## config.mk

```make
export PLATFORM = sky130hd
export DESIGN_NAME = program_loader
export DESIGN_NICKNAME = d
export VERILOG_FILES = /design/src/rtl/program_loader.sv
export SDC_FILE = /design/constraint.sdc
export NUM_CORES = 1
export LEC_CHECK = 0
export ABC_AREA = 0
export BUFFER_PORTS_ARGS = -buffer_cell sky130_fd_sc_hd__buf_2
export CAP_MARGIN = 0
export CORE_MARGIN = 2
export CORE_UTILIZATION = 55
export DETAILED_ROUTE_END_ITERATION = 6
export PLACE_DENSITY_LB_ADDON = 0.25
export RECOVER_POWER = 25
export SYNTH_ARGS = -nofsm -noshare
export SYNTH_HDL_FRONTEND = slang
export SYNTH_SLANG_ARGS = --single-unit
```

## constraint.sdc

```tcl
create_clock -name CLK -period 3.8 [get_ports CLK]
set_clock_uncertainty 0.15 [all_clocks]
set_input_delay 0.19 -clock CLK [delete_from_list [all_inputs] [get_ports CLK]]
set_output_delay 0.19 -clock CLK [all_outputs]
set_load 0.01 [all_outputs]
```

## src/rtl/program_loader.sv

```systemverilog
// UART-fed instruction-memory loader: receives a big-endian word count followed by
// 16-bit words (hi byte first), writes them from address 0, then releases the CPU reset.
module program_loader #(
  parameter int CLKS_PER_BIT = 434,
  parameter int ADDR_W       = 8,
  parameter int DATA_W       = 16
) (
  input  logic              CLK,
  input  logic              RST_N,
  input  logic              RXD,
  output logic              IM_WE,
  output logic [ADDR_W-1:0] IM_ADDR,
  output logic [DATA_W-1:0] IM_WDATA,
  output logic              CPU_RST_N,
  output logic              BUSY,
  output logic              DONE,
  output logic              ERR
);
  localparam int               CNT_W     = $clog2(CLKS_PER_BIT);
  localparam logic [CNT_W-1:0] HALF      = CNT_W'(CLKS_PER_BIT / 2 - 1);
  localparam logic [CNT_W-1:0] FULL      = CNT_W'(CLKS_PER_BIT - 1);
  localparam logic [16:0]      MAX_WORDS = 17'(1) << ADDR_W;

  typedef enum logic [1:0] {RX_IDLE, RX_START, RX_DATA, RX_STOP} rx_state_t;
  typedef enum logic [2:0] {LEN_HI, LEN_LO, W_HI, W_LO, WRITE, FINISH, FAULT} ld_state_t;

  rx_state_t        rx_state, rx_nxt;
  ld_state_t        ld_state, ld_nxt;
  logic             rxd_m, rxd_s;
  logic [CNT_W-1:0] clk_cnt;
  logic [2:0]       bit_cnt;
  logic [7:0]       rx_shift;
  logic             rx_tick, byte_vld, frame_err;
  logic [7:0]       len_hi, w_hi;
  logic [16:0]      len_n, remain;

  // RXD is asynchronous; idle level is high so the synchronizer resets to 1
  always_ff @(posedge CLK or negedge RST_N) begin
    if (!RST_N) begin
      rxd_m <= 1'b1;
      rxd_s <= 1'b1;
    end else begin
      rxd_m <= RXD;
      rxd_s <= rxd_m;
    end
  end

  always_ff @(posedge CLK or negedge RST_N) begin
    if (!RST_N) rx_state <= RX_IDLE;
    else        rx_state <= rx_nxt;
  end

  always_comb begin
    rx_nxt    = rx_state;
    rx_tick   = 1'b0;
    byte_vld  = 1'b0;
    frame_err = 1'b0;
    case (rx_state)
      RX_IDLE:  if (!rxd_s) rx_nxt = RX_START;
      RX_START: if (clk_cnt == HALF) begin
        rx_tick = 1'b1;
        rx_nxt  = rxd_s ? RX_IDLE : RX_DATA;  // high mid-start-bit: glitch, not an error
      end
      RX_DATA:  if (clk_cnt == FULL) begin
        rx_tick = 1'b1;
        if (bit_cnt == 3'd7) rx_nxt = RX_STOP;
      end
      RX_STOP:  if (clk_cnt == FULL) begin
        rx_tick   = 1'b1;
        rx_nxt    = RX_IDLE;
        byte_vld  = rxd_s;
        frame_err = !rxd_s;
      end
      default:  rx_nxt = RX_IDLE;
    endcase
  end

  always_ff @(posedge CLK or negedge RST_N) begin
    if (!RST_N) begin
      clk_cnt  <= '0;
      bit_cnt  <= '0;
      rx_shift <= '0;
    end else begin
      if (rx_state == RX_IDLE || rx_tick) clk_cnt <= '0;
      else                                clk_cnt <= clk_cnt + 1'b1;
      if (rx_state == RX_IDLE) begin
        bit_cnt <= '0;
      end else if (rx_state == RX_DATA && rx_tick) begin
        bit_cnt  <= bit_cnt + 1'b1;
        rx_shift <= {rxd_s, rx_shift[7:1]};
      end
    end
  end

  assign len_n = {1'b0, len_hi, rx_shift};

  always_ff @(posedge CLK or negedge RST_N) begin
    if (!RST_N) ld_state <= LEN_HI;
    else        ld_state <= ld_nxt;
  end

  always_comb begin
    ld_nxt = ld_state;
    if (frame_err && ld_state != FINISH && ld_state != FAULT) begin
      ld_nxt = FAULT;
    end else begin
      case (ld_state)
        LEN_HI: if (byte_vld) ld_nxt = LEN_LO;
        LEN_LO: if (byte_vld) begin
          if (len_n == '0)            ld_nxt = FINISH;
          else if (len_n > MAX_WORDS) ld_nxt = FAULT;
          else                        ld_nxt = W_HI;
        end
        W_HI:   if (byte_vld) ld_nxt = W_LO;
        W_LO:   if (byte_vld) ld_nxt = WRITE;
        WRITE:  ld_nxt = (remain == 17'd1) ? FINISH : W_HI;
        default: ld_nxt = ld_state;
      endcase
    end
  end

  // Outputs are registered from the next state so they line up with the state register
  always_ff @(posedge CLK or negedge RST_N) begin
    if (!RST_N) begin
      IM_WE     <= 1'b0;
      IM_ADDR   <= '0;
      IM_WDATA  <= '0;
      CPU_RST_N <= 1'b0;
      BUSY      <= 1'b1;
      DONE      <= 1'b0;
      ERR       <= 1'b0;
      len_hi    <= '0;
      w_hi      <= '0;
      remain    <= '0;
    end else begin
      IM_WE     <= (ld_nxt == WRITE);
      CPU_RST_N <= (ld_nxt == FINISH);
      DONE      <= (ld_nxt == FINISH);
      ERR       <= (ld_nxt == FAULT);
      BUSY      <= !(ld_nxt == FINISH || ld_nxt == FAULT);
      if (ld_state == LEN_HI && byte_vld) len_hi <= rx_shift;
      if (ld_state == LEN_LO && byte_vld) remain <= len_n;
      if (ld_state == W_HI && byte_vld)   w_hi   <= rx_shift;
      if (ld_state == W_LO && ld_nxt == WRITE) IM_WDATA <= DATA_W'({w_hi, rx_shift});
      if (ld_state == WRITE) begin
        IM_ADDR <= IM_ADDR + 1'b1;
        remain  <= remain - 1'b1;
      end
    end
  end
endmodule
```

==> metrics.md, run 1 <==
| Metric | Value |
|---|---|
| Minimum clock period after layout | 2590 ps |
| Maximum count of clock buffers along a single path | 2 |
| Overall Global Routing Usage | 21.02% |
| Number of rows created at floorplan | 31 |
| CTS buffer count | 9 |
| Proportion of synthesized chip area in sequential cells | 53.82% |
| CP max FO | 13 |
| Register bit count reported by yosys | 88 |
| Number of sinks on the clock net | 88 |
| Sum of routed wire segments on met1 | 3684 µm |
| IO Pins | 32 |
| Net count of the finished layout | 402 |
| Overall routed net length | 7767 µm |
| Routed wire per std cell | 15.69 µm |
| Number of antenna violations at the first check in global routing | 0 |
| Series of cell instances along the critical path | inv_1 > ha_1 > and4bb_2 > nand4_1 > or3b_1 > o211a_1 > a311o_1 |
| Async S/R FF share, synth | 100.0% |
| Count of flip-flops with a built-in enable after synthesis | 0 |
| Number of levels in the clock H-tree | 3 |
| Fmax | 386.2 MHz |
| Startpoint Class | register |
| Met3 routed WL | 320 µm |
| Cell with the biggest individual delay on the critical path | sky130_fd_sc_hd__or3b_1 |
| Sum of overflow across all layers after global routing | 0 |
| Net switching share of the total power | 24.66% |
| Vias in the first global route | 2855 |
| Logic pwr share | 1.3% |
| Vias after detailed routing | 2905 |
| # hold bufs at CTS | 2 |
| Critical path class | reg -> reg |
| Buffers plus inverters on the worst setup path | 1 |
| Area occupied by registers | 0.002206 mm² |
| Status | complete, but fails checks |
| Cells after DPL | 477 |
| Relative slew margins | -38.96% |
| Horizontal die dimension | 90.33 µm |
| Maximum number of pins on one net before global-route repair | 89 |
| Drt drc | 0 |
| Flop pwr share | 59.0% |
| Worst Setup Slack post-DPL | 1223 ps |
| Starting density of the core | 56.51% |
| Number of design-rule violations left by the first detailed-router iteration | 220 |
| Syn avg cell area | 11.39 µm² |
| Clock Pin Slew Worst Setup and Hold Paths | 90 ps |
| Final setup TNS | 0 ps |
| Gp weighted congestion | 0.8487 |
| Count of buffers added by post-CTS timing repair for setup | 0 |
| Die span in y | 90.33 µm |
| Total Power Consumption | 1.592 mW |
| Critical Path End Type | register |
| Worst-skew pair later-pin latency | 360 ps |
| Data arrival time of the critical path | 2730 ps |
| Post-synthesis instance area | 0.004099 mm² |
| Core region area | 0.007253 mm² |
| Footprint of the multi-input gates | 0.001783 mm² |
| Share of Yosys cell area claimed by the top area cell type | 51.89% |
| Final ANT Viol Nets | 0 |
| Net switching power figure | 392.7 µW |
| Pwr Density | 353.5 mW/mm² |
| Hold Crit Class | reg -> reg |
| Die Outline Area | 0.008160 mm² |
| Post-CTS sizing | 0 |
| Number of max-slew violations in the final report | 89 |
| Leading cell types by total area after synthesis | sky130_fd_sc_hd__dfrtp_1 52%, sky130_fd_sc_hd__mux2_2 11%, sky130_fd_sc_hd__nand2_1 2.6%, sky130_fd_sc_hd__ha_1 2.4%, sky130_fd_sc_hd__nor2_1 2.0% |
| Fraction of final layout cells sized beyond drive strength 1 | 17.93% |
| Worst slew pin tran | 2084 ps |
| Fill cell count | 635 |
| RSZ-0062 raised after global routing | no |
| Static Leak | 2.160 nW |
| Share of the clock period used by the worst path after layout | 68.15% |
| Flip-flop cell with the highest count after synthesis | sky130_fd_sc_hd__dfrtp_1 |
| Family of cells with the greatest summed delay on the critical path | simple AND/OR/NAND/NOR gates |
| Uppermost metal layer occupied by signal nets | met4 |
| Power share of the clock group | 39.7% |
| Met2 routed wirelength | 3632 µm |
| Critical path data required time | 3940 ps |
| Placed wire-length estimate | 5321 µm |
| Vias per Instance | 5.869 |
| Number of max-cap violations | 1 |
| Post-layout instance count excluding filler cells | 495 |
| Setup WS post-layout | 1210 ps |
| Synth Warn # | 0 |
| Number of buffers added on ports | 31 |
| Post-Route Utilization | 62.10% |
| Worst ir drop on vdd | 0.2095 mV |
| Final Hold Violating Endpoints | 0 |
| Clock tree from TritonCTS | done |
| # diodes | 0 |
| P&R area growth vs syn | 9.890% |
| Unique cell type count in the Yosys netlist | 55 |
| Slowest cell delay on critical path | 520 ps |
| Number of nets produced by synthesis | 371 |
| Gate count after technology mapping | 360 |
| Final setup fails | 0 |
| Detailed-router iteration count before antenna repair | 4 |
| CTS Root Buffer Type | sky130_fd_sc_hd__clkbuf_8 |
| Cell taking the most area after synthesis | sky130_fd_sc_hd__dfrtp_1 |
| Total internal power | 1.200 mW |
| Wire length of the first global-routing pass | 13900 µm |
| Violated checks | max-capacitance violations, max-slew violations |
[per-stage QoR]
step                      cell area [µm²]  hold slack (ps)
after floorplan                      4099           -255.6
after global placement               4330            145.0
after CTS                            4547            212.9
after detailed placement             4330            146.1
final                                4504            213.9
after global routing                 4504            218.2
[power groups by stage]
stage	Clock [mW]	Combinational, mW	Sequential [mW]
6_report	0.633	0.0203	0.939
5_1_grt	0.689	0.0252	0.940
4_1_cts	0.650	0.0224	0.939
3_5_place_dp	0	0.0208	0.957
3_3_place_gp	0	0.0207	0.957
2_1_floorplan	0	0.00106	0.957
[placed cells by master, fill, tap and decap left out, types with 3 or more instances in the layout]
cell type,netlist,final
sky130_fd_sc_hd__clkbuf_1,9,30
sky130_fd_sc_hd__mux2_2,40,40
sky130_fd_sc_hd__or3_1,4,4
sky130_fd_sc_hd__or4_1,5,5
sky130_fd_sc_hd__and4b_1,5,5
sky130_fd_sc_hd__xor2_1,8,8
sky130_fd_sc_hd__dfrtp_1,85,85
sky130_fd_sc_hd__a22oi_1,5,5
sky130_fd_sc_hd__a22o_1,5,5
sky130_fd_sc_hd__dfstp_2,3,3
sky130_fd_sc_hd__inv_1,12,12
sky130_fd_sc_hd__ha_1,8,8
sky130_fd_sc_hd__nor3_1,10,10
sky130_fd_sc_hd__clkbuf_8,0,9
sky130_fd_sc_hd__o21ai_0,16,16
sky130_fd_sc_hd__nand2_1,28,28
sky130_fd_sc_hd__nand3_1,8,8
sky130_fd_sc_hd__and3_1,4,4
sky130_fd_sc_hd__nand4_1,10,10
sky130_fd_sc_hd__xnor2_1,7,7
sky130_fd_sc_hd__a211oi_1,6,6
sky130_fd_sc_hd__a21oi_1,13,13
sky130_fd_sc_hd__nor2_1,22,22
sky130_fd_sc_hd__inv_6,0,3
[metal layers]
metal,vias up,global-route usage [%]
met4,0,8.205
met3,11,3.506
li1,1378,-
met2,67,32.27
met5,-,0
met1,1449,30.21
[kinds of logic (layout without fill, tap and decap cells)]
group,count (synthesis),in the layout,share of synthesized area (%)
fa+ha+maj,8,8,2.442
xor+xnor,15,15,3.205
simple gates,120,120,16.67
compound gates,61,61,9.952
buf+inv,27,63,2.686
mux,41,41,11.23
flops,88,88,53.82
[flip-flops by register name, summed over array words and instances (netlist names), named ones only]
name      flops
remain       17
IM_WDATA     16
clk_cnt       9
IM_ADDR       8
len_hi        8
rx_shift      8
w_hi          8
bit_cnt       3
ld_state      3
BUSY          1
DONE          1
ERR           1
IM_WE         1
rx_state      1
rxd_m         1
rxd_s         1
[final timing paths]
check	from	to	slack [ps]	depth (start not counted)
min reg2reg	rxd_m$_DFF_PN1_	rxd_s$_DFF_PN1_	210	0
max	clk_cnt[1]$_DFF_PN0_	BUSY$_DFF_PN1_	1210	7
min in group asynchronous	RST_N	IM_ADDR[7]$_DFFE_PN0P_	820	2
min	rxd_m$_DFF_PN1_	rxd_s$_DFF_PN1_	210	0
max reg2reg	clk_cnt[1]$_DFF_PN0_	BUSY$_DFF_PN1_	1210	7
max in group asynchronous	RST_N	rx_state[0]$_DFFE_PN0P_	1430	2
[synthesized netlist by cell type (2+ instances only)]
library cell and instances:
sky130_fd_sc_hd__inv_1 12, sky130_fd_sc_hd__a22oi_1 5, sky130_fd_sc_hd__nand2_1 28, sky130_fd_sc_hd__buf_2 4
sky130_fd_sc_hd__mux2_2 40, sky130_fd_sc_hd__or2_2 2, sky130_fd_sc_hd__a22o_1 5, sky130_fd_sc_hd__ha_1 8
sky130_fd_sc_hd__and4b_1 5, sky130_fd_sc_hd__and3_1 4, sky130_fd_sc_hd__or4_1 5, sky130_fd_sc_hd__o41ai_1 2
sky130_fd_sc_hd__xor2_1 8, sky130_fd_sc_hd__or3b_1 2, sky130_fd_sc_hd__a21oi_1 13, sky130_fd_sc_hd__nor3_2 2
sky130_fd_sc_hd__nor2b_1 2, sky130_fd_sc_hd__nor3_1 10, sky130_fd_sc_hd__nor2_1 22, sky130_fd_sc_hd__a31oi_1 2
sky130_fd_sc_hd__and2_1 2, sky130_fd_sc_hd__xnor2_1 7, sky130_fd_sc_hd__a211oi_1 6, sky130_fd_sc_hd__nand3_1 8
sky130_fd_sc_hd__nand4_1 10, sky130_fd_sc_hd__or3b_2 2, sky130_fd_sc_hd__nor4_1 2, sky130_fd_sc_hd__o21ai_0 16
sky130_fd_sc_hd__nor4bb_1 2, sky130_fd_sc_hd__dfstp_2 3, sky130_fd_sc_hd__clkbuf_1 9, sky130_fd_sc_hd__or3_1 4
sky130_fd_sc_hd__dfrtp_1 85, sky130_fd_sc_hd__a221o_1 2
[area by class of cell]
class | count | area share [%]
multi-input combinational | 245 | 39.58
timing repair buffer | 35 | 3.333
sequential | 88 | 48.97
inverter | 12 | 1.000
clock buffer | 9 | 2.750
tap | 99 | 2.750
clock inverter | 7 | 1.611
(Power assumes the default switching activity.)
==> inputs of run 2 (changes only) <==
--- a/config.mk
+++ b/config.mk
@@ -5,11 +5,11 @@
 export SDC_FILE = /design/constraint.sdc
 export NUM_CORES = 1
 export LEC_CHECK = 0
-export ABC_AREA = 0
+export ABC_AREA = 1
 export BUFFER_PORTS_ARGS = -buffer_cell sky130_fd_sc_hd__buf_2
 export CAP_MARGIN = 0
 export CORE_MARGIN = 2
-export CORE_UTILIZATION = 55
+export CORE_UTILIZATION = 54
 export DETAILED_ROUTE_END_ITERATION = 6
 export PLACE_DENSITY_LB_ADDON = 0.25
 export RECOVER_POWER = 25
==> constraint.sdc (replaced) <==
create_clock -name CLK -period 2.1 [get_ports CLK]
set_clock_uncertainty 0.15 [all_clocks]
set_input_delay 0.105 -clock CLK [delete_from_list [all_inputs] [get_ports CLK]]
set_output_delay 0.105 -clock CLK [all_outputs]
set_load 0.01 [all_outputs]
==> metrics.md, run 2 <==
| Metric | Value |
|---|---|
| Status | finished clean |
| Hold Crit Class | reg -> reg |
| Final ANT Viol Nets | 0 |
| Logic pwr share | 1.4% |
| Reg2reg setup slack | 180 ps |
| Unique cell type count in the Yosys netlist | 43 |
| Final setup TNS | 0 ps |
| Vias after detailed routing | 3418 |
| Cell with the most instances after synthesis | sky130_fd_sc_hd__nand2_1 |
| Footprint of the multi-input gates | 0.001807 mm² |
| Post-detailed-placement cell area | 0.004609 mm² |
| Power share of the clock group | 42.5% |
| Worst R2R Path Depth | 7 |
| Wire length of the first global-routing pass | 15220 µm |
| Clock tree from TritonCTS | done |
| Critical path class | reg -> reg |
| Relative slew margins | 24.46% |
| Final Hold Violating Endpoints | 0 |
| Die Outline Area | 0.008630 mm² |
| Most frequent standard cell in the layout excluding fill and tap cells | sky130_fd_sc_hd__nand2_1 |
| Pwr Density | 623.5 mW/mm² |
| Most numerous cell types in the synthesized netlist | 137 x sky130_fd_sc_hd__nand2_1, 85 x sky130_fd_sc_hd__dfrtp_1, 59 x sky130_fd_sc_hd__nor2_1 |
| Cell with the biggest individual delay on the critical path | sky130_fd_sc_hd__dfrtp_1 |
| Final setup fails | 0 |
| Number of max-slew violations in the final report | 0 |
| Async S/R FF share, synth | 100.0% |
| Setup crit end | remain[14]$_DFFE_PN0P_ |
| Number of nets produced by synthesis | 516 |
| Drt drc | 0 |
| Net switching power figure | 649.7 µW |
| Register bank with the most flops | remain |
| Worst ir drop on vdd | 0.4798 mV |
| Gp weighted congestion | 0.8896 |
| Worst-skew pair later-pin latency | 350 ps |
| Critical Path Start | remain[0]$_DFFE_PN0P_ |
| Number of rows created at floorplan | 32 |
| Routed wire per std cell | 13.22 µm |
| Horizontal die dimension | 92.90 µm |
| Slowest cell delay on critical path | 390 ps |
| Number of buffers added on ports | 31 |
| Total Power Consumption | 3.027 mW |
| Share of the clock period used by the worst path after layout | 91.36% |
| Synth Warn # | 0 |
| Leading cell types in the layout, fill and taps excluded | 137 x sky130_fd_sc_hd__nand2_1, 85 x sky130_fd_sc_hd__dfrtp_1, 58 x sky130_fd_sc_hd__nor2_1 |
| Fill cell count | 648 |
| Fraction of final layout cells sized beyond drive strength 1 | 17.63% |
| Series of cell instances along the critical path | inv_1 > ha_1 > nand2_1 > nor3b_1 > nand3b_1 > nor3_1 > o21ai_0 |
| Share of Yosys cell area claimed by the top area cell type | 49.84% |
| Worst slew pin tran | 1133 ps |
| Reg-to-reg critical path startpoint | remain[0]$_DFFE_PN0P_ |
| Register bit count reported by yosys | 88 |
| Area occupied by registers | 0.002206 mm² |
| Maximum count of clock buffers along a single path | 2 |
| IO Pins | 32 |
| Placed wire-length estimate | 6354 µm |
| Fmax | 521.2 MHz |
| Number of antenna violations at the first check in global routing | 0 |
| Gate count after technology mapping | 505 |
| Minimum clock period after layout | 1919 ps |
| Data arrival time of the critical path | 2000 ps |
| Die span in y | 92.90 µm |
| Net switching share of the total power | 21.47% |
| Post-route standard cell area excluding fillers | 0.004855 mm² |
| Core region area | 0.007687 mm² |
| Proportion of synthesized chip area in sequential cells | 51.69% |
| Overall Global Routing Usage | 22.28% |
| Flop pwr share | 56.1% |
| Net count of the finished layout | 563 |
| RSZ-0062 raised after global routing | no |
| Number of levels in the clock H-tree | 3 |
| Registers with the highest flip-flop counts | remain (17), IM_WDATA (16), clk_cnt (9) |
| Cell taking the most area after synthesis | sky130_fd_sc_hd__dfrtp_1 |
| # diodes | 0 |
| Largest register FFs | 17 |
| Number of max-cap violations | 0 |
| Maximum number of pins on one net before global-route repair | 49 |
| Flip-flop cell with the highest count after synthesis | sky130_fd_sc_hd__dfrtp_1 |
| CTS Root Buffer Type | sky130_fd_sc_hd__clkbuf_8 |
| Vias in the first global route | 3403 |
| Leading cell types by total area after synthesis | sky130_fd_sc_hd__dfrtp_1 50%, sky130_fd_sc_hd__nand2_1 12%, sky130_fd_sc_hd__nor2_1 5.2%, sky130_fd_sc_hd__o21ai_0 4.9%, sky130_fd_sc_hd__inv_1 4.0% |
| Post-synthesis instance area | 0.004268 mm² |
| Total internal power | 2.377 mW |
| CP max FO | 4 |
| Clock Pin Slew Worst Setup and Hold Paths | 90 ps |
| Number of design-rule violations left by the first detailed-router iteration | 216 |
| Count of flip-flops with a built-in enable after synthesis | 0 |
| Number of sinks on the clock net | 88 |
| Vias per Instance | 5.195 |
| Reg-to-reg critical path endpoint | remain[14]$_DFFE_PN0P_ |
| Startpoint Class | register |
| Critical path data required time | 2180 ps |
| Detailed-router iteration count before antenna repair | 4 |
| CTS buffer count | 9 |
| Overall routed net length | 8696 µm |
| Syn avg cell area | 8.451 µm² |
| Static Leak | 2.531 nW |
| P&R area growth vs syn | 13.75% |
| Starting density of the core | 55.52% |
| Critical Path End Type | register |
| Sum of overflow across all layers after global routing | 0 |
==> run 2: cell types whose count changed after synthesis, moves of 9 or more <==
cell | previous run | this run
sky130_fd_sc_hd__nand2_1 | 28 | 137
sky130_fd_sc_hd__mux2_2 | 40 | 0
sky130_fd_sc_hd__nor2_1 | 22 | 59
sky130_fd_sc_hd__inv_1 | 12 | 45
sky130_fd_sc_hd__o21ai_0 | 16 | 42
sky130_fd_sc_hd__nand3_1 | 8 | 24
sky130_fd_sc_hd__inv_2 | 0 | 9
==> run 2: area by class of cell <==
type | count | area share, %
Tap cell | 102 | 2.629
Inverter | 55 | 4.253
Clock inverter | 6 | 1.907
Timing Repair Buffer | 47 | 6.005
Clock buffer | 9 | 2.552
Sequential cell | 88 | 45.44
Multi-Input combinational cell | 351 | 37.22
==> run 2: logic make-up (layout without fill, tap and decap cells) <==
kind of cell               count (synthesis)  in the layout  share of synthesized area, %
AOI/OAI and AO/OA                         71             71                         9.909
xor gates and xnor gates                  11             11                         2.258
adders and majority gates                  8              8                         2.345
buffers and inverters                     66            117                         6.273
DFF                                       88             88                         51.69
and+or+nand+nor                          261            261                         27.53
==> run 2: how the worst min path moves through the flow <==
stage / start / end / cells past startpoint / slack [ps]
final: rxd_m$_DFF_PN1_ / rxd_s$_DFF_PN1_ / 0 / 210
after global routing: rxd_m$_DFF_PN1_ / rxd_s$_DFF_PN1_ / 0 / 220
after detailed placement: RST_N / remain[16]$_DFFE_PN0P_ / 1 / -140
after global placement: RST_N / remain[16]$_DFFE_PN0P_ / 1 / -140
after floorplan: RST_N / DONE$_DFF_PN0_ / 0 / -340
after CTS: RST_N / remain[16]$_DFFE_PN0P_ / 2 / 30
==> run 2: repair_timing <==
action / in CTS / in global routing
setup buffers: 0 / 0
setup endpoints to repair: 0 / 3
resized for setup: 0 / 3
hold buffers: 2 / 0
hold endpoints to repair: 87 / 0
==> run 2: metal layers <==
metal	vias to the layer above	share of wire (%)	global-route usage, %	wire [µm]
met5	-	0	0	0
met4	0	1.7	7.721	152
met3	14	3.5	3.499	303
met2	58	48	37.26	4194
met1	1622	47	29.64	4046
li1	1724	-	-	-
==> run 2: power by group through the flow <==
stage	sequential, mW	combinational [mW]	clock [mW]
final	1.70	0.0436	1.29
after global routing	1.70	0.0525	1.38
after CTS	1.70	0.0478	1.31
after detailed placement	1.73	0.0451	0
after global placement	1.73	0.0444	0
after floorplan	1.73	0.00193	0
==> run 2: metrics by stage <==
stage | hold WS (ps) | std cells | worst slack (ps) | util, %
after floorplan | -340.6 | 505 | 366.3 | -
after global placement | -139.8 | 641 | 237.2 | 59.96
after detailed placement | -143.8 | 641 | 195.3 | 59.96
final | 209.1 | 658 | 181.4 | 63.15
after global routing | 218.8 | 658 | 7.687 | 63.15
after CTS | 28.36 | 658 | 178.6 | 63.04
==> run 2: critical path: cells and delay by family (launching register included) <==
kind            cells  cell delay (ps)
flops               1              390
fa+ha+maj           1              220
compound gates      1              120
simple gates        4              810
buf+inv             1              120
==> inputs of run 3 (changes only) <==
--- a/config.mk
+++ b/config.mk
@@ -8,8 +8,10 @@
 export ABC_AREA = 1
 export BUFFER_PORTS_ARGS = -buffer_cell sky130_fd_sc_hd__buf_2
 export CAP_MARGIN = 0
+export CELL_PAD_IN_SITES_DETAIL_PLACEMENT = 2
+export CELL_PAD_IN_SITES_GLOBAL_PLACEMENT = 2
 export CORE_MARGIN = 2
-export CORE_UTILIZATION = 54
+export CORE_UTILIZATION = 33
 export DETAILED_ROUTE_END_ITERATION = 6
 export PLACE_DENSITY_LB_ADDON = 0.25
 export RECOVER_POWER = 25
==> metrics.md, run 3 (same netlist as run 2, synthesis figures left out) <==
| Metric | Value |
|---|---|
| CTS buffer count | 9 |
| Startpoint Class | register |
| Relative slew margins | 40.84% |
| Wire length of the first global-routing pass | 20910 µm |
| Number of levels in the clock H-tree | 3 |
| Static Leak | 2.573 nW |
| Number of antenna violations at the first check in global routing | 0 |
| Worst hold start | rxd_m$_DFF_PN1_ |
| Number of rows created at floorplan | 41 |
| Share of the clock period used by the worst path after layout | 90.92% |
| Worst Hold Path EP | rxd_s$_DFF_PN1_ |
| Fill cell count | 1473 |
| Detailed-router iteration count before antenna repair | 4 |
| Final setup fails | 0 |
| Total Power Consumption | 3.315 mW |
| Net count of the finished layout | 567 |
| Worst ir drop on vdd | 0.3001 mV |
| Cells on Worst Hold Path | 0 |
| Post-route standard cell area excluding fillers | 0.005035 mm² |
| Number of max-cap violations | 0 |
| Overall Global Routing Usage | 18.82% |
| Worst-skew pair later-pin latency | 350 ps |
| Core region area | 0.01262 mm² |
| CP max FO | 3 |
| Starting density of the core | 33.82% |
| Critical path data required time | 2240 ps |
| Critical Path Start | clk_cnt[1]$_DFF_PN0_ |
| Number of buffers added on ports | 31 |
| IO Pins | 32 |
| Vias after detailed routing | 3606 |
| Worst Setup Slack post-DPL | 119.3 ps |
| Reg-to-reg critical path startpoint | clk_cnt[1]$_DFF_PN0_ |
| Critical Path End Type | register |
| P&R area growth vs syn | 17.97% |
| Worst R2R Path Depth | 13 |
| Die Outline Area | 0.01386 mm² |
| Data arrival time of the critical path | 2050 ps |
| Drt drc | 0 |
| RSZ-0062 raised after global routing | yes |
| Maximum count of clock buffers along a single path | 2 |
| Gp weighted congestion | 0.7741 |
| # diodes | 0 |
| Hold Worst Slack | 231.0 ps |
| Maximum number of pins on one net before global-route repair | 42 |
| Fmax | 523.8 MHz |
| Reg-to-reg critical path endpoint | BUSY$_DFF_PN1_ |
| Register bank with the most flops | remain |
| CTS Root Buffer Type | sky130_fd_sc_hd__clkbuf_16 |
| Status | finished clean |
| Die span in y | 117.7 µm |
| Overall routed net length | 11900 µm |
| Worst slew pin tran | 887.4 ps |
| Horizontal die dimension | 117.7 µm |
| Placed wire-length estimate | 8773 µm |
| Critical path class | reg -> reg |
| Largest register FFs | 17 |
| Reg2reg setup slack | 190 ps |
| Vias per Instance | 4.920 |
| Hold Crit Class | reg -> reg |
| Final Hold Violating Endpoints | 0 |
| Routed wire per std cell | 16.24 µm |
| Registers with the highest flip-flop counts | remain (17), IM_WDATA (16), clk_cnt (9) |
| Leading cell types in the layout, fill and taps excluded | 136 x sky130_fd_sc_hd__nand2_1, 85 x sky130_fd_sc_hd__dfrtp_1, 57 x sky130_fd_sc_hd__nor2_1 |
| Clock tree from TritonCTS | done |
| Minimum clock period after layout | 1909 ps |
| Number of sinks on the clock net | 88 |
| Sum of overflow across all layers after global routing | 0 |
| Vias in the first global route | 3998 |
| Setup WS post-layout | 190.7 ps |
| Clock Pin Slew Worst Setup and Hold Paths | 70 ps |
| Post-detailed-placement cell area | 0.004720 mm² |
| Pwr Density | 658.4 mW/mm² |
| Most frequent standard cell in the layout excluding fill and tap cells | sky130_fd_sc_hd__nand2_1 |
| Number of design-rule violations left by the first detailed-router iteration | 105 |
| Number of max-slew violations in the final report | 0 |
| Final ANT Viol Nets | 0 |
| Fraction of final layout cells sized beyond drive strength 1 | 19.43% |
-- run 3: report_power, final --
| part | internal, mW | switching (mW) |
|---|---|---|
| Sequential | 1.70 | 0.00131 |
| Clock | 0.847 | 0.726 |
| Combinational | 0.00555 | 0.0370 |
-- run 3: cell type report --
type | instances | area (µm²) | area share (%)
timing repair buffer | 51 | 307.8 | 6.113
multi-input combinational | 351 | 1812 | 35.98
clock buffer | 10 | 239.0 | 4.747
tap | 172 | 215.2 | 4.274
sequential | 88 | 2206 | 43.81
inverter | 55 | 206.4 | 4.100
clock inverter | 6 | 48.80 | 0.9692
-- run 3: worst max-delay path by stage --
stage                             endpoint  slack [ps]  cells after the start
floorplan           remain[15]$_DFFE_PN0P_         370                     11
global placement    remain[15]$_DFFE_PN0P_         230                     11
detailed placement   remain[5]$_DFFE_PN0P_         120                     10
CTS                  remain[5]$_DFFE_PN0P_         130                     10
global route                BUSY$_DFF_PN1_         -40                     13
finish                      BUSY$_DFF_PN1_         190                     13
-- run 3: what timing repair did --
action	in CTS	in global routing
setup buffers	0	1
hold buffers	2	0
resized for setup	0	8
endpoints found under the setup margin	0	7
endpoints found under the hold margin	74	0
-- run 3: routing by layer --
layer | wire length, µm | GRT usage [%] | share of wire [%] | vias to the layer above
met3 | 238 | 2.859 | 2.0 | 14
li1 | - | - | - | 1727
met4 | 186 | 6.325 | 1.6 | 0
met5 | 0 | 0 | 0 | -
met1 | 5681 | 25.51 | 48 | 1826
met2 | 5797 | 30.81 | 49 | 39
-- run 3: metrics by stage --
step / TNS, ps / std cells / util (%)
final: 0 / 733 / 39.90
after global routing: -40.65 / 733 / 39.90
after CTS: 0 / 732 / 39.84
after detailed placement: 0 / 714 / 37.40
after global placement: 0 / 714 / 37.40
after floorplan: 0 / 505 / -
-- run 3: worst max-delay path, cell delays in order (launching register included) --
cell	delay (ps)
sky130_fd_sc_hd__dfrtp_1	400
sky130_fd_sc_hd__inv_2	70
sky130_fd_sc_hd__ha_2	180
sky130_fd_sc_hd__nand2_1	80
sky130_fd_sc_hd__nor2_4	130
sky130_fd_sc_hd__nand3_2	120
sky130_fd_sc_hd__nand2_1	120
sky130_fd_sc_hd__nand2_1	60
sky130_fd_sc_hd__nor2_1	130
sky130_fd_sc_hd__nand3_2	110
sky130_fd_sc_hd__nor2_1	120
sky130_fd_sc_hd__nand2_1	80
sky130_fd_sc_hd__nand2_1	60
sky130_fd_sc_hd__inv_1	40
